File: src/rtl/fetch_pkg.sv
`default_nettype none
// ============================================================================
// Package  : fetch_pkg
// Brief    : Shared constants and queue-entry type for the prefetch fetch unit
// Revision : 1.0 - initial release
// ============================================================================
package fetch_pkg;

    localparam int INSTR_W      = 32;
    localparam int PC_INC       = 4;
    localparam int DEFAULT_XLEN = 32;
    localparam int MAX_XLEN     = 64;

    localparam logic [MAX_XLEN-1:0] DEFAULT_RESET_PC = '0;

    // Sized for the widest legal XLEN; narrower builds leave the top bits zero.
    typedef struct packed {
        logic [MAX_XLEN-1:0] pc;
        logic [INSTR_W-1:0]  instr;
    } fetch_entry_t;

endpackage : fetch_pkg
`default_nettype wire

File: src/rtl/sync_fifo.sv
`default_nettype none
// ============================================================================
// Module   : sync_fifo
// Brief    : Single-clock FIFO with flush; extra pointer bit separates full/empty
// Revision : 1.0 - initial release
// ============================================================================
module sync_fifo #(
    parameter int WIDTH = 8,
    parameter int DEPTH = 4
) (
    input  logic                     clk,
    input  logic                     rst,
    input  logic                     push,
    input  logic [WIDTH-1:0]         push_data,
    input  logic                     pop,
    input  logic                     flush,
    output logic [WIDTH-1:0]         pop_data,
    output logic                     full,
    output logic                     empty,
    output logic [$clog2(DEPTH):0]   count
);

    localparam int c_ptr_w = $clog2(DEPTH);
    localparam logic [c_ptr_w:0] c_ptr_one = (c_ptr_w + 1)'(1);

    logic [WIDTH-1:0] r_mem [DEPTH];
    logic [c_ptr_w:0] r_wptr;
    logic [c_ptr_w:0] r_rptr;
    logic             w_do_push;
    logic             w_do_pop;

    assign empty    = (r_wptr == r_rptr);
    assign full     = (r_wptr[c_ptr_w] != r_rptr[c_ptr_w]) &&
                      (r_wptr[c_ptr_w-1:0] == r_rptr[c_ptr_w-1:0]);
    assign count    = r_wptr - r_rptr;
    assign pop_data = r_mem[r_rptr[c_ptr_w-1:0]];

    // A push into a full queue is only legal when the head leaves in the same cycle.
    assign w_do_push = push && (!full || pop);
    assign w_do_pop  = pop && !empty;

    always_ff @(posedge clk) begin
        if (rst || flush) begin
            r_wptr <= '0;
            r_rptr <= '0;
        end else begin
            if (w_do_push) r_wptr <= r_wptr + c_ptr_one;
            if (w_do_pop)  r_rptr <= r_rptr + c_ptr_one;
        end
    end

    always_ff @(posedge clk) begin
        if (w_do_push && !flush) begin
            r_mem[r_wptr[c_ptr_w-1:0]] <= push_data;
        end
    end

endmodule : sync_fifo
`default_nettype wire

File: src/rtl/prefetch_fetch_unit.sv
`default_nettype none
// ============================================================================
// Module   : prefetch_fetch_unit
// Brief    : Instruction prefetcher with bounded in-flight requests and redirect
// Revision : 1.0 - initial release
// ============================================================================
module prefetch_fetch_unit
    import fetch_pkg::*;
#(
    parameter int              XLEN     = DEFAULT_XLEN,
    parameter int              DEPTH    = 4,
    parameter logic [XLEN-1:0] RESET_PC = XLEN'(DEFAULT_RESET_PC)
) (
    input  logic               clk,
    input  logic               rst,
    output logic               imem_req_valid,
    input  logic               imem_req_ready,
    output logic [XLEN-1:0]    imem_req_addr,
    input  logic               imem_resp_valid,
    input  logic [INSTR_W-1:0] imem_resp_data,
    input  logic               redirect_valid,
    input  logic [XLEN-1:0]    redirect_pc,
    output logic               dec_valid,
    input  logic               dec_ready,
    output logic [INSTR_W-1:0] dec_instr,
    output logic [XLEN-1:0]    dec_pc,
    output logic               misalign_err
);

    localparam int c_ptr_w = $clog2(DEPTH);
    localparam int c_cnt_w = c_ptr_w + 1;
    localparam logic [c_ptr_w-1:0] c_ptr_one = c_ptr_w'(1);
    localparam logic [c_cnt_w-1:0] c_cnt_one = c_cnt_w'(1);

    logic [XLEN-1:0]    r_fetch_pc;
    logic [c_cnt_w-1:0] r_outst;
    logic [c_cnt_w-1:0] r_drop_cnt;
    logic               r_hold;
    logic               r_misalign;
    logic [XLEN-1:0]    r_rec_pc [DEPTH];
    logic [c_ptr_w-1:0] r_rec_wp;
    logic [c_ptr_w-1:0] r_rec_rp;

    logic               w_blank;
    logic [c_cnt_w:0]   w_committed;
    logic               w_room;
    logic               w_accept;
    logic               w_drop;
    logic               w_push;
    logic               w_pop;
    logic [c_cnt_w-1:0] w_outst_next;
    fetch_entry_t       w_push_entry;
    fetch_entry_t       w_head;
    logic               w_empty;
    logic               w_unused_full;
    logic [c_cnt_w-1:0] w_occ;

    // Outputs are blanked during reset and for the first cycle after it.
    assign w_blank = rst || r_hold;

    assign w_committed = {1'b0, r_outst} + {1'b0, w_occ};
    assign w_room      = (w_committed < (c_cnt_w + 1)'(DEPTH));

    assign imem_req_valid = !w_blank && !redirect_valid && w_room;
    assign imem_req_addr  = w_blank ? RESET_PC : r_fetch_pc;
    assign w_accept       = imem_req_valid && imem_req_ready;

    assign w_outst_next = r_outst + c_cnt_w'(w_accept) - c_cnt_w'(imem_resp_valid);

    // Anything returning in the redirect cycle or while stale requests drain is discarded.
    assign w_drop = redirect_valid || (r_drop_cnt != '0);
    assign w_push = imem_resp_valid && !w_drop;

    assign dec_valid = !w_blank && !w_empty;
    assign w_pop     = dec_valid && dec_ready;
    assign dec_instr = dec_valid ? w_head.instr : '0;
    assign dec_pc    = dec_valid ? w_head.pc[XLEN-1:0] : '0;

    assign misalign_err = r_misalign && !w_blank;

    always_comb begin
        w_push_entry       = '0;
        w_push_entry.pc    = MAX_XLEN'(r_rec_pc[r_rec_rp]);
        w_push_entry.instr = imem_resp_data;
    end

    sync_fifo #(
        .WIDTH ($bits(fetch_entry_t)),
        .DEPTH (DEPTH)
    ) u_queue (
        .clk       (clk),
        .rst       (rst),
        .push      (w_push),
        .push_data (w_push_entry),
        .pop       (w_pop),
        .flush     (redirect_valid),
        .pop_data  (w_head),
        .full      (w_unused_full),
        .empty     (w_empty),
        .count     (w_occ)
    );

    generate
        if (XLEN < MAX_XLEN) begin : g_pc_narrow
            logic w_unused_pc_hi;
            assign w_unused_pc_hi = ^w_head.pc[MAX_XLEN-1:XLEN];
        end
    endgenerate

    always_ff @(posedge clk) begin
        if (rst) begin
            r_fetch_pc <= RESET_PC;
            r_outst    <= '0;
            r_drop_cnt <= '0;
            r_hold     <= 1'b1;
            r_misalign <= 1'b0;
            r_rec_wp   <= '0;
            r_rec_rp   <= '0;
        end else begin
            r_hold     <= 1'b0;
            r_misalign <= redirect_valid && (redirect_pc[1:0] != 2'b00);
            r_outst    <= w_outst_next;
            if (w_accept)        r_rec_wp <= r_rec_wp + c_ptr_one;
            if (imem_resp_valid) r_rec_rp <= r_rec_rp + c_ptr_one;
            if (redirect_valid) begin
                r_fetch_pc <= {redirect_pc[XLEN-1:2], 2'b00};
                r_drop_cnt <= w_outst_next;
            end else begin
                if (w_accept) r_fetch_pc <= r_fetch_pc + XLEN'(PC_INC);
                if (imem_resp_valid && (r_drop_cnt != '0)) begin
                    r_drop_cnt <= r_drop_cnt - c_cnt_one;
                end
            end
        end
    end

    // PC of every accepted request, consumed in order as responses (kept or dropped) return.
    always_ff @(posedge clk) begin
        if (w_accept) begin
            r_rec_pc[r_rec_wp] <= r_fetch_pc;
        end
    end

endmodule : prefetch_fetch_unit
`default_nettype wire

File: config.mk
export PLATFORM = sky130hd
export DESIGN_NAME = prefetch_fetch_unit
export DESIGN_NICKNAME = d
export VERILOG_FILES = /design/src/rtl/fetch_pkg.sv /design/src/rtl/sync_fifo.sv /design/src/rtl/prefetch_fetch_unit.sv
export SDC_FILE = /design/constraint.sdc
export NUM_CORES = 1
export LEC_CHECK = 0
export BUFFER_PORTS_ARGS = -buffer_cell sky130_fd_sc_hd__buf_2
export CAP_MARGIN = 20
export CORE_ASPECT_RATIO = 1.4
export CORE_MARGIN = 1.5
export CORE_UTILIZATION = 55
export DETAILED_ROUTE_END_ITERATION = 16
export GPL_TIMING_DRIVEN = 0
export PLACE_DENSITY = 0.84
export SLEW_MARGIN = 10
export SYNTH_ARGS = -nofsm -noshare
export SYNTH_HDL_FRONTEND = slang
export SYNTH_SLANG_ARGS = --single-unit
File: constraint.sdc
create_clock -name clk -period 11.74 [get_ports clk]
set_clock_uncertainty 0.15 [all_clocks]
set_input_delay 1.174 -clock clk [delete_from_list [all_inputs] [get_ports clk]]
set_output_delay 1.174 -clock clk [all_outputs]
set_load 0.02 [all_outputs]
==> results of run 1 <==
[per-layer routing]
layer | track usage (%) | part of all wire (%)
met1 | 27.10 | 37
met2 | 39.06 | 52
met5 | 0 | 0
met4 | 10.38 | 4.1
met3 | 3.117 | 6.4
[synth_stat cells (6+ instances only)]
library cell	count	share of area (%)
sky130_fd_sc_hd__edfxtp_1	368	66
sky130_fd_sc_hd__and2_1	100	3.7
sky130_fd_sc_hd__mux4_2	92	12
sky130_fd_sc_hd__dfxtp_1	52	6.2
sky130_fd_sc_hd__nor2_1	38	0.85
sky130_fd_sc_hd__nand2_1	33	0.74
sky130_fd_sc_hd__clkbuf_1	32	0.71
sky130_fd_sc_hd__ha_1	18	1.3
sky130_fd_sc_hd__a21oi_1	17	0.51
sky130_fd_sc_hd__nand4_1	17	0.63
sky130_fd_sc_hd__inv_1	15	0.33
sky130_fd_sc_hd__a31oi_1	14	0.52
sky130_fd_sc_hd__xnor2_1	14	0.73
sky130_fd_sc_hd__buf_2	13	0.39
sky130_fd_sc_hd__nand3_1	12	0.36
sky130_fd_sc_hd__xor2_1	12	0.62
sky130_fd_sc_hd__nor3_1	11	0.33
sky130_fd_sc_hd__a211oi_1	10	0.45
sky130_fd_sc_hd__o21ai_0	7	0.21
sky130_fd_sc_hd__and3_1	6	0.22
[report_power, final]
group | internal, W | switching, W
clock network | 0.000670 | 0.000504
registers | 0.00167 | 0.0000305
logic | 0.0000800 | 0.000105
[kinds of logic after synthesis]
group | after synthesis | synth area share, %
buffers and inverters | 69 | 1.768
AND/OR/NAND/NOR | 245 | 8.463
flip-flops | 420 | 71.80
XOR/XNOR | 26 | 1.352
other | 1 | 0.02227
adder cells (fa/ha/maj) | 20 | 1.575
AO/OA/AOI/OAI | 64 | 2.474
multiplexers | 96 | 12.54
[area by class of cell]
class | count | area, sq um | share of cell area [%]
Sequential cell | 420 | 12090 | 62.00
Multi-Input combinational cell | 455 | 4481 | 22.97
Timing Repair Buffer | 177 | 978.4 | 5.017
Clock buffer | 42 | 944.7 | 4.843
Tap cell | 385 | 481.7 | 2.470
Buffer | 52 | 234.0 | 1.200
Clock inverter | 22 | 226.5 | 1.161
Inverter | 17 | 63.81 | 0.3272
Antenna cell | 1 | 2.502 | 0.01283
[worst register-to-register path, delay by kind of cell (launching register included)]
kind                       cells  cell delay (ns)
DFF                            1             0.35
and+or+nand+nor                2             0.61
adders and majority gates      6             1.70
buffers and inverters          7             0.74
AOI/OAI and AO/OA              1             0.25
xor gates and xnor gates       2             0.39
[flip-flops by register name, indices dropped and copies added, names as in the netlist, named ones only]
signal / flops
u_queue.r_rptr: 3
r_outst: 3
r_rec_pc: 120
u_queue.r_mem: 248
r_rec_wp: 2
r_drop_cnt: 3
u_queue.r_wptr: 3
r_hold: 1
r_misalign: 1
r_rec_rp: 2
r_fetch_pc: 30
[how the worst max path moves through the flow]
stage / startpoint / to / slack (ns) / cells past startpoint
floorplan: redirect_valid / u_queue.r_mem[3][0]$_DFFE_PP_ / 2.89 / 4
global placement: redirect_valid / u_queue.r_mem[3][21]$_DFFE_PP_ / -2.22 / 4
detailed placement: rst / dec_pc[21] / 6.84 / 8
CTS: rst / dec_pc[21] / 6.84 / 8
global route: rst / dec_pc[21] / 6.66 / 8
finish: rst / dec_pc[21] / 6.84 / 8
[through the flow]
step	hold WS [ns]	total power [W]	instances
2_1_floorplan	0.3048	0.001847	944
3_3_place_gp	0.3362	0.001906	1492
3_5_place_dp	0.3495	0.001919	1506
4_1_cts	0.3586	0.003085	1570
5_1_grt	0.3824	0.003152	1571
6_report	0.3512	0.003062	1571
==> implementation parameters, run 1 <==
Parameter                              Value

Placement
  Setup Slack @ Placement ... 6.843 ns
  Placement-stage cell area ... 18330 sq um
  Total of buffers placed on input and output ports ... 163
  Final GP Congestion ... 0.9220
  Half-perimeter wire length of the detailed placement result ... 22.91 mm

Timing
  Number of pins exceeding their max-slew limit in the final report ... 0
  Aggregate negative setup slack ... 0 ns
  Count of endpoints failing setup in the final report ... 0
  Slew HR ... 38.73%
  Unrepaired setup endpoints after global routing ... false
  Post-route worst setup slack ... 6.836 ns
  Final Hold Violating Endpoints ... 0
  Fraction of the cycle the final worst path needs ... 41.77%
  Final min period ... 4.904 ns
  Maximum frequency from static timing analysis ... 0.2039 GHz
  Transition time of the tightest slew-check pin ... 0.9106 ns

Setup path
  Category of the worst setup path capture point ... primary output
  Path depth of the worst reg2reg path ... 18
  Startpoint Class ... input pin
  Critical path peak fanout ... 10
  Critical register-to-register path endpoint ... r_drop_cnt[2]$_SDFFE_PP0P_
  Crit-path leading delay family ... buffers and inverters
  Cell chain of the critical path ... buf_2 -> nor2_1 -> clkbuf_1 -> o21a_1 -> clkbuf_1 -> clkbuf_1 -> and2_1 -> buf_2
  Slowest stage cell on the critical path ... sky130_fd_sc_hd__clkbuf_1
  Startpoint of the lowest-slack register-to-register path ... u_queue.r_wptr[0]$_SDFFE_PP0P_
  Buffering stage count on the worst path with inverters included ... 5
  Critical Setup Path Class ... in2out
  Most used cell along the critical path ... sky130_fd_sc_hd__clkbuf_1
  Worst reg-to-reg setup slack ... 7.46 ns
  Peak per-stage delay on the critical path ... 0.53 ns
  Crit path DAT ... 3.58 ns
  Data required time of the critical path ... 10.42 ns

Global route
  First-pass GRT wire length ... 52.59 mm
  Vias in the first global route ... 9420
  All-layer global routing usage ... 22.27%
  Antenna violations before repair ... 1
  Maximum number of pins on one net before global-route repair ... 47
  Global-route congestion overflow total ... 0

Layout
  # nets final ... 1250
  Top library cells by usage in the layout, fill and taps aside ... sky130_fd_sc_hd__edfxtp_1, sky130_fd_sc_hd__buf_2, sky130_fd_sc_hd__and2_1
  Fraction of layout instances using a drive strength above 1 ... 30.30%
  Final design utilization ... 64.95%
  Fill cell count ... 2070
  Area growth from synthesis to final layout ... 15.82%
  Post-layout instance area ... 19500 sq um
  Most common cell after layout, fill and taps aside ... sky130_fd_sc_hd__edfxtp_1

CTS
  CTS Root Buffer Type ... sky130_fd_sc_hd__clkbuf_16
  Post-CTS repair timing setup buffer count ... 0
  Clock tree from TritonCTS ... built
  Clock transition at the register clock pins on the worst setup and hold paths after CTS ... 0.07 ns
  Count of hold buffers inserted by post-cts repair ... 0
  Inserted Clock Buffers ... 37
  Clock insertion delay at the later pin of the skew report ... 0.52 ns
  Post-CTS sizing ... 0
  Level count of the clock H-tree ... 2
  Total number of clock tree sinks ... 420
  Number of buffers on the longest clock path ... 3

Routing
  Post-route DRC violation count ... 0
  Iter 0 DRT Violations ... 523
  Via count ... 9142
  Antenna-violating nets left ... 0
  Drt total wl ... 34.04 mm
  Routed via count divided by cell count ... 5.819
  Routed length per instance ... 21.67 um
  First-pass iteration count of the detailed router ... 7

Hold path
  Worst hold path type ... reg2reg
  Origin of the worst min-delay path ... r_rec_wp[1]$_SDFFE_PP0P_
  Min-Delay Path Depth ... 2
  Destination of the worst hold path ... r_rec_wp[1]$_SDFFE_PP0P_

Floorplan
  Number of top-level pins ... 169
  Die H ... 210.0 um
  Die W ... 150.9 um
  Std-Cell Rows ... 75
  DIE AREA ... 31690 sq um
  Effective utilization at floorplan ... 56.08%
  Core box area ... 30030 sq um

Logic synthesis
  Synthesis Warnings ... 0
  Sequential area share after synthesis ... 71.80%
  Number of different library cells in the post-synthesis netlist ... 54
  Register bit count reported by yosys ... 420
  Average cell area after synthesis ... 17.90 sq um
  Commonest register cell after synthesis ... sky130_fd_sc_hd__edfxtp_1
  Mapped cell area ... 16840 sq um
  Syn Inst Count ... 941
  Fraction of registers with async set/reset ... 0%
  Post-synth EDFFs ... 368

Power
  Power density of the placed cells ... 157.0 nW/um^2
  Reported leakage power ... 6.772 nW
  Worst IR Drop VDD ... 0.09270 mV

Status
  Result of the run ... finished clean

Run
  Reported max-cap violation count ... 0
Note: power is estimated with default switching activity, not from simulation.
==> run 2: changes to the inputs <==
Settings changed: ABC_AREA set to 1, CORE_UTILIZATION 55 to 53.
Clock period 11.74 ns to 4.41 ns, I/O delays scaled along.
==> run 2 against run 1 <==
Net effect: worst setup slack worse by 6.5 ns; die area is 8.2% higher; flip-flop and latch count stayed put; global-route usage is 3.7 points higher; combinational power grew to 3.2 times the previous value; area after synthesis is 4.4% higher; critical path depth is 14 higher; sequential power grew to 2.7 times the previous value; synthesized cell count is 73% higher; critical endpoint is now r_drop_cnt[2]$_SDFFE_PP0P_.
==> implementation parameters, run 2 <==
Parameter                              Value

Status
  Result of the run ... finished clean

Logic synthesis
  Synth top area cells ... sky130_fd_sc_hd__edfxtp_1, sky130_fd_sc_hd__nor2_1, sky130_fd_sc_hd__dfxtp_1, sky130_fd_sc_hd__o21ai_0, sky130_fd_sc_hd__nand2_1
  Register bit count reported by yosys ... 420 (unchanged)
  Cell accounting for the most synthesized area ... sky130_fd_sc_hd__edfxtp_1
  Sequential area share after synthesis ... 68.75% (-3.0 points)
  Syn Inst Count ... 1625 (+73%)
  Portion of synthesized cell area occupied by the leading cell type ... 62.83% (-2.8 points)
  Synthesis Warnings ... 0 (unchanged)
  Number of different library cells in the post-synthesis netlist ... 37 (-31%)
  Post-synth EDFFs ... 368 (unchanged)
  Fraction of registers with async set/reset ... 0% (unchanged)
  Ranking of synthesized cells by instance count ... sky130_fd_sc_hd__nor2_1, sky130_fd_sc_hd__edfxtp_1, sky130_fd_sc_hd__o21ai_0
  Mapped cell area ... 17590 sq um (+4.4%)
  Dominant cell by count in the synthesized netlist ... sky130_fd_sc_hd__nor2_1
  Commonest register cell after synthesis ... sky130_fd_sc_hd__edfxtp_1
  Average cell area after synthesis ... 10.82 sq um (-40%)

CTS
  Number of buffers on the longest clock path ... 3 (unchanged)
  Post-CTS repair timing setup buffer count ... 0 (unchanged)
  Inserted Clock Buffers ... 38 (+2.7%)
  Clock transition at the register clock pins on the worst setup and hold paths after CTS ... 0.06 ns (about the same)
  Total number of clock tree sinks ... 420 (unchanged)
  Clock insertion delay at the later pin of the skew report ... 0.52 ns (about the same)
  CTS Root Buffer Type ... sky130_fd_sc_hd__clkbuf_16
  Clock tree from TritonCTS ... built
  Level count of the clock H-tree ... 2 (unchanged)

Timing
  Slew HR ... 42.07% (+3.3 points)
  Transition time of the tightest slew-check pin ... 0.8668 ns (-0.04378 ns)
  Unrepaired setup endpoints after global routing ... false
  Final min period ... 4.074 ns
  Final Hold Violating Endpoints ... 0 (unchanged)
  Fraction of the cycle the final worst path needs ... 92.38%
  Aggregate negative setup slack ... 0 ns (unchanged)
  Count of endpoints failing setup in the final report ... 0 (unchanged)
  Post-route worst setup slack ... 0.3362 ns (-6.500 ns)
  Number of pins exceeding their max-slew limit in the final report ... 0 (unchanged)
  Maximum frequency from static timing analysis ... 0.2455 GHz

Global route
  First-pass GRT wire length ... 68.14 mm (+30%)
  Antenna violations before repair ... 0 (-1)
  All-layer global routing usage ... 25.98% (+3.7 points)
  Vias in the first global route ... 13142 (+40%)
  Maximum number of pins on one net before global-route repair ... 28 (-40%)
  Global-route congestion overflow total ... 0 (unchanged)

Floorplan
  Core box area ... 32500 sq um (+8.2%)
  Die H ... 218.5 um (+4.0%)
  Number of top-level pins ... 169 (unchanged)
  Die W ... 157.0 um (+4.0%)
  DIE AREA ... 34300 sq um (+8.2%)
  Std-Cell Rows ... 78 (+4.0%)
  Effective utilization at floorplan ... 54.12% (-2.0 points)

Routing
  Total length of routed met2 wires ... 23.43 mm (+31%)
  Routed met3 length ... 3.049 mm (+39%)
  Met1 Wirelength ... 16.37 mm (+30%)
  Via count ... 13173 (+44%)
  Antenna-violating nets left ... 0 (unchanged)
  Highest metal used ... met4
  Post-route DRC violation count ... 0 (unchanged)
  Routed length per instance ... 18.95 um (-13%)
  Drt total wl ... 44.68 mm (+31%)
  Routed via count divided by cell count ... 5.587 (-4.0%)
  Iter 0 DRT Violations ... 1259 (+140%)
  First-pass iteration count of the detailed router ... 7 (unchanged)

Power
  Worst IR Drop VDD ... 0.3257 mV (+250%)
  Reported leakage power ... 7.837 nW (+16%)
  Power density of the placed cells ... 409.5 nW/um^2 (+160%)

Layout
  Number of flip-flops in the largest register ... 248 (unchanged)
  Most common cell after layout, fill and taps aside ... sky130_fd_sc_hd__nor2_1
  # nets final ... 1978 (+58%)
  Top library cells by usage in the layout, fill and taps aside ... sky130_fd_sc_hd__nor2_1, sky130_fd_sc_hd__edfxtp_1, sky130_fd_sc_hd__o21ai_0
  Final design utilization ... 64.94% (about the same)
  Fraction of layout instances using a drive strength above 1 ... 15.28% (-15 points)
  Number of antenna diodes ... 0 (-1)
  Area growth from synthesis to final layout ... 20.01%

Setup path
  Critical path peak fanout ... 10 (unchanged)
  Critical Setup Path Class ... reg2reg
  Slowest stage cell on the critical path ... sky130_fd_sc_hd__fa_1
  Most used cell along the critical path ... sky130_fd_sc_hd__inv_1
  Category of the worst setup path capture point ... flip-flop
  Startpoint Class ... flip-flop
  Crit path DAT ... 4.35 ns (+0.77 ns)
  Peak per-stage delay on the critical path ... 0.37 ns (-0.16 ns)
  Data required time of the critical path ... 4.69 ns (-5.73 ns)
  Cell chain of the critical path ... inv_1 -> ha_1 -> inv_1 -> fa_1 -> xor2_1 -> inv_1 -> ha_1 -> nor2_1 -> inv_1 -> nor2_1 -> nand3_2 -> buf_2 -> ha_1 -> inv_1 -> ha_1 -> inv_1 -> fa_1 -> xor2_1 -> o21ai_0 -> nand2_1 -> nand2_1 -> inv_1

Placement
  Half-perimeter wire length of the detailed placement result ... 29.43 mm (+28%)
  Total of buffers placed on input and output ports ... 163 (unchanged)
  Setup Slack @ Placement ... 0.3303 ns (-6.513 ns)
  Final GP Congestion ... 0.9033 (-2.0%)

Run
  Reported max-cap violation count ... 0 (unchanged)

Hold path
  Worst hold path type ... in2reg
==> run 2: cell types whose count changed after synthesis, moves of 30 or more <==
cell and change:
sky130_fd_sc_hd__o22ai_1 +30, sky130_fd_sc_hd__nand3_1 +52, sky130_fd_sc_hd__and2_1 -99, sky130_fd_sc_hd__mux4_2 -92, sky130_fd_sc_hd__o21ai_0 +194, sky130_fd_sc_hd__inv_1 +83
sky130_fd_sc_hd__a21oi_1 +71, sky130_fd_sc_hd__nor2_1 +375, sky130_fd_sc_hd__nand2_1 +112
==> run 2: report_power, final <==
group	internal, W	total [W]	switching (W)
logic	0.000199	0.000596	0.000397
registers	0.00445	0.00452	0.0000715
clock network	0.00213	0.00353	0.00139
total	0.00678	0.00864	0.00186
==> run 2: final cells by class <==
cell class	count	area [sq um]
multi-input cells	1019	4797
clock buffers	53	1081
inverters	102	382.9
flip-flops and latches	420	12090
clock inverters	17	269.0
well taps	440	550.5
fillers	2262	11390
plain buffers	87	386.6
repair buffers	220	1546
==> run 2: cell families (layout without fill, tap and decap cells) <==
kind of cell    count (synthesis)  in the layout  share of synthesized area [%]
compound gates                338            338                          10.00
fa+ha+maj                      20             20                          1.508
simple gates                  652            652                          15.09
xor+xnor                        5              5                         0.2490
buf+inv                       189            479                          4.375
flops                         420            420                          68.75
other cells                     1              4                        0.02132
==> run 2: metal layers <==
metal	track usage (%)	vias to the layer above
met5	0	-
met4	11.94	0
met3	3.133	125
met2	47.91	666
met1	29.84	6261
li1	-	6121
==> run 2: what timing repair did <==
item / 4_1_cts / 5_1_grt
hold buffers: 44 / 0
gates resized for setup: 0 / 0
endpoints found under the hold margin: 139 / 0
==> run 2: path summary, 6_finish.rpt <==
kind / startpoint / to / slack, ns / cells past startpoint
setup / recovery: u_queue.r_wptr[0]$_SDFFE_PP0P_ / r_drop_cnt[2]$_SDFFE_PP0P_ / 0.34 / 22
hold / removal: redirect_pc[7] / r_fetch_pc[7]$_SDFFE_PP0P_ / 0.02 / 3
setup reg to reg: u_queue.r_wptr[0]$_SDFFE_PP0P_ / r_drop_cnt[2]$_SDFFE_PP0P_ / 0.34 / 22
hold reg to reg: r_rec_rp[1]$_SDFFE_PP0P_ / r_rec_rp[1]$_SDFFE_PP0P_ / 0.30 / 1
==> run 2: metrics by stage <==
step           total power [W]  instances  hold WS [ns]  instance area [sq um]
2_1_floorplan         0.004930       1628        0.2615                  17600
3_3_place_gp          0.005104       2231        0.2833                  18960
3_5_place_dp          0.005150       2244        0.2933                  19310
4_1_cts               0.008647       2358      0.001052                  21110
5_1_grt               0.008879       2358       0.01529                  21110
6_report              0.008642       2358       0.02203                  21110
==> run 2: worst max-delay path: cells and delay by family, from the launching register on <==
| kind | cells | cell delay, ns |
|---|---|---|
| simple gates | 5 | 0.65 |
| xor+xnor | 2 | 0.34 |
| compound gates | 1 | 0.15 |
| buf+inv | 8 | 0.74 |
| flops | 1 | 0.33 |
| fa+ha+maj | 6 | 1.62 |
==> run 3: changes to the inputs <==
Settings changed: MAX_ROUTING_LAYER set to met4.
==> run 3 against run 2 <==
Net effect: worst setup slack lost 0.039 ns; via count fell by 0.74%; sequential power about the same; core utilization decreased by 0.51 points; maximum frequency decreased by 0.96%; register-to-register slack worse by 0.04 ns; critical path depth did not move; hold slack better by 0.0060 ns; first-iteration DRC count fell by 8.0%; global-route usage is 0.24 points higher; critical path type unchanged; critical endpoint unchanged; largest cell class unchanged; largest power group unchanged.
==> implementation parameters, run 3 (same netlist as run 2, synthesis figures left out) <==
Parameter                              Value

Setup path
  Category of the worst setup path capture point ... flip-flop
  Startpoint of the lowest-slack register-to-register path ... u_queue.r_wptr[0]$_SDFFE_PP0P_
  Data required time of the critical path ... 4.68 ns (about the same)
  Slowest stage cell on the critical path ... sky130_fd_sc_hd__fa_1
  Cell chain of the critical path ... inv_1 -> ha_1 -> inv_1 -> fa_1 -> xor2_1 -> inv_1 -> ha_1 -> nor2_1 -> inv_1 -> nor2_1 -> nand3_2 -> buf_4 -> ha_1 -> inv_1 -> ha_1 -> inv_1 -> fa_1 -> xor2_1 -> o21ai_0 -> nand2_1 -> nand2_1 -> inv_1
  Critical Setup Path Class ... reg2reg
  Critical register-to-register path endpoint ... r_drop_cnt[2]$_SDFFE_PP0P_
  Crit-path leading delay family ... adder cells
  Worst reg-to-reg setup slack ... 0.30 ns (-0.04 ns)
  Critical path peak fanout ... 10 (unchanged)
  Peak per-stage delay on the critical path ... 0.38 ns (about the same)
  Path depth of the worst reg2reg path ... 22 (unchanged)
  Crit path DAT ... 4.38 ns (+0.03 ns)
  Most used cell along the critical path ... sky130_fd_sc_hd__inv_1
  Buffering stage count on the worst path with inverters included ... 8 (unchanged)
  Startpoint Class ... flip-flop

Global route
  First-pass GRT wire length ... 67.01 mm (-1.7%)
  All-layer global routing usage ... 26.22% (+0.24 points)
  Antenna violations before repair ... 0 (unchanged)
  Global-route congestion overflow total ... 0 (unchanged)
  Vias in the first global route ... 13090 (-0.40%)
  Maximum number of pins on one net before global-route repair ... 27 (-3.6%)

Timing
  Maximum frequency from static timing analysis ... 0.2431 GHz (-0.96%)
  Slew HR ... 43.78% (+1.7 points)
  Unrepaired setup endpoints after global routing ... false
  Final Hold Violating Endpoints ... 0 (unchanged)
  Count of endpoints failing setup in the final report ... 0 (unchanged)
  Final min period ... 4.113 ns (+0.03935 ns)
  Fraction of the cycle the final worst path needs ... 93.27% (+0.89 points)
  Transition time of the tightest slew-check pin ... 0.8414 ns (-0.02546 ns)
  Number of pins exceeding their max-slew limit in the final report ... 0 (unchanged)
  Aggregate negative setup slack ... 0 ns (unchanged)

CTS
  Inserted Clock Buffers ... 39 (+2.6%)
  Clock transition at the register clock pins on the worst setup and hold paths after CTS ... 0.06 ns (about the same)
  CTS Root Buffer Type ... sky130_fd_sc_hd__clkbuf_16
  Clock insertion delay at the later pin of the skew report ... 0.52 ns (about the same)
  Total number of clock tree sinks ... 420 (unchanged)
  Number of buffers on the longest clock path ... 3 (unchanged)
  Clock tree from TritonCTS ... built
  Level count of the clock H-tree ... 2 (unchanged)

Status
  Result of the run ... finished clean

Run
  Reported max-cap violation count ... 0 (unchanged)

Routing
  Routed length per instance ... 18.50 um (-2.4%)
  Via count ... 13076 (-0.74%)
  Post-route DRC violation count ... 0 (unchanged)
  Routed via count divided by cell count ... 5.552 (-0.61%)
  Drt total wl ... 43.56 mm (-2.5%)
  First-pass iteration count of the detailed router ... 5 (-2)
  Iter 0 DRT Violations ... 1158 (-8.0%)
  Antenna-violating nets left ... 0 (unchanged)

Hold path
  Worst hold path type ... in2reg
  Min-Delay Path Depth ... 3 (unchanged)
  Origin of the worst min-delay path ... redirect_pc[7]
  Destination of the worst hold path ... r_fetch_pc[7]$_SDFFE_PP0P_

Floorplan
  Core box area ... 32500 sq um (unchanged)
  Die H ... 218.5 um (unchanged)
  Die W ... 157.0 um (unchanged)
  Effective utilization at floorplan ... 54.12% (unchanged)
  Std-Cell Rows ... 78 (unchanged)
  Number of top-level pins ... 169 (unchanged)
  DIE AREA ... 34300 sq um (unchanged)

Layout
  Post-layout instance area ... 20940 sq um (-0.79%)
  # nets final ... 1978 (unchanged)
  Area growth from synthesis to final layout ... 19.06%
  Fraction of layout instances using a drive strength above 1 ... 15.30% (+0.024 points)
  Final design utilization ... 64.43% (-0.51 points)
  Most common cell after layout, fill and taps aside ... sky130_fd_sc_hd__nor2_1
  Number of flip-flops in the largest register ... 248 (unchanged)
  Non-filler cells in the finished layout ... 2355 (-0.13%)
  Top library cells by usage in the layout, fill and taps aside ... sky130_fd_sc_hd__nor2_1, sky130_fd_sc_hd__edfxtp_1, sky130_fd_sc_hd__o21ai_0
  Number of antenna diodes ... 0 (unchanged)

Placement
  Placement-stage cell area ... 19290 sq um (-0.10%)
  Final GP Congestion ... 0.9310 (+3.1%)
  Total of buffers placed on input and output ports ... 163 (unchanged)
  Half-perimeter wire length of the detailed placement result ... 28.94 mm (-1.7%)
  Instance count after placement with tap cells included ... 2243 (-0.045%)

Power
  Power density of the placed cells ... 395.4 nW/um^2 (-3.4%)
  Reported leakage power ... 7.768 nW (-0.88%)
  Worst IR Drop VDD ... 0.3218 mV (-1.2%)
[run 3: cell types whose count changed in the layout (fill, tap and decap cells not counted), moves of 2 or more]
cell / delta
sky130_fd_sc_hd__bufinv_16: -6
sky130_fd_sc_hd__clkinv_4: +2
sky130_fd_sc_hd__clkinv_2: +4
sky130_fd_sc_hd__clkinv_1: +4
sky130_fd_sc_hd__clkbuf_1: -7
[run 3: area by class of cell]
class,instances,area (sq um)
inverter,102,382.9
multi-input combinational,1019,4797
sequential,420,12090
fill,2314,11560
timing repair buffer,219,1526
tap,440,550.5
buffer,87,389.1
clock inverter,22,146.4
clock buffer,46,1055
[run 3: metrics by stage]
step	hold slack (ns)	setup WS (ns)	power, W
global route	0.01686	0.004245	0.008512
floorplan	0.2615	0.07734	0.004930
detailed placement	0.2809	0.3181	0.005151
finish	0.02803	0.2968	0.008279
CTS	0.0003664	0.2603	0.008277
global placement	0.2815	-2.253	0.005107
[run 3: worst min-delay path, cell delays in order]
cell	delay (ns)
sky130_fd_sc_hd__buf_2	0.08
sky130_fd_sc_hd__nand2_1	0.07
sky130_fd_sc_hd__nand2_1	0.07
[run 3: power breakdown]
group / internal, W / switching [W]
registers: 0.00445 / 0.0000708
clock network: 0.00177 / 0.00139
logic: 0.000200 / 0.000395
total: 0.00642 / 0.00186
[run 3: how the worst max path moves through the flow]
stage                                   start                        endpoint  slack, ns  cells past startpoint
2_1_floorplan                             rst   u_queue.r_mem[0][0]$_DFFE_PP_       0.08                      6
3_3_place_gp                              rst  u_queue.r_mem[3][22]$_DFFE_PP_      -2.25                      7
3_5_place_dp   u_queue.r_wptr[0]$_SDFFE_PP0P_      r_drop_cnt[2]$_SDFFE_PP0P_       0.32                     22
4_1_cts        u_queue.r_wptr[0]$_SDFFE_PP0P_      r_drop_cnt[2]$_SDFFE_PP0P_       0.26                     22
5_1_grt        u_queue.r_wptr[0]$_SDFFE_PP0P_      r_drop_cnt[2]$_SDFFE_PP0P_      0.004                     22
6_report       u_queue.r_wptr[0]$_SDFFE_PP0P_      r_drop_cnt[2]$_SDFFE_PP0P_       0.30                     22
[run 3: routing by layer]
| layer | GRT usage (%) | part of all wire, % | up-vias |
|---|---|---|---|
| met1 | 29.35 | 37 | 6148 |
| met4 | 12.13 | 3.7 | 0 |
| met3 | 2.816 | 7.4 | 117 |
| li1 | - | - | 6115 |
| met5 | - | 0 | - |
| met2 | 46.78 | 52 | 696 |
[run 3: repair_timing]
action	4_1_cts	5_1_grt
setup endpoints to repair	0	1
hold endpoints to repair	139	0
hold buffers	44	0
gates resized for setup	0	2
setup buffers	0	0
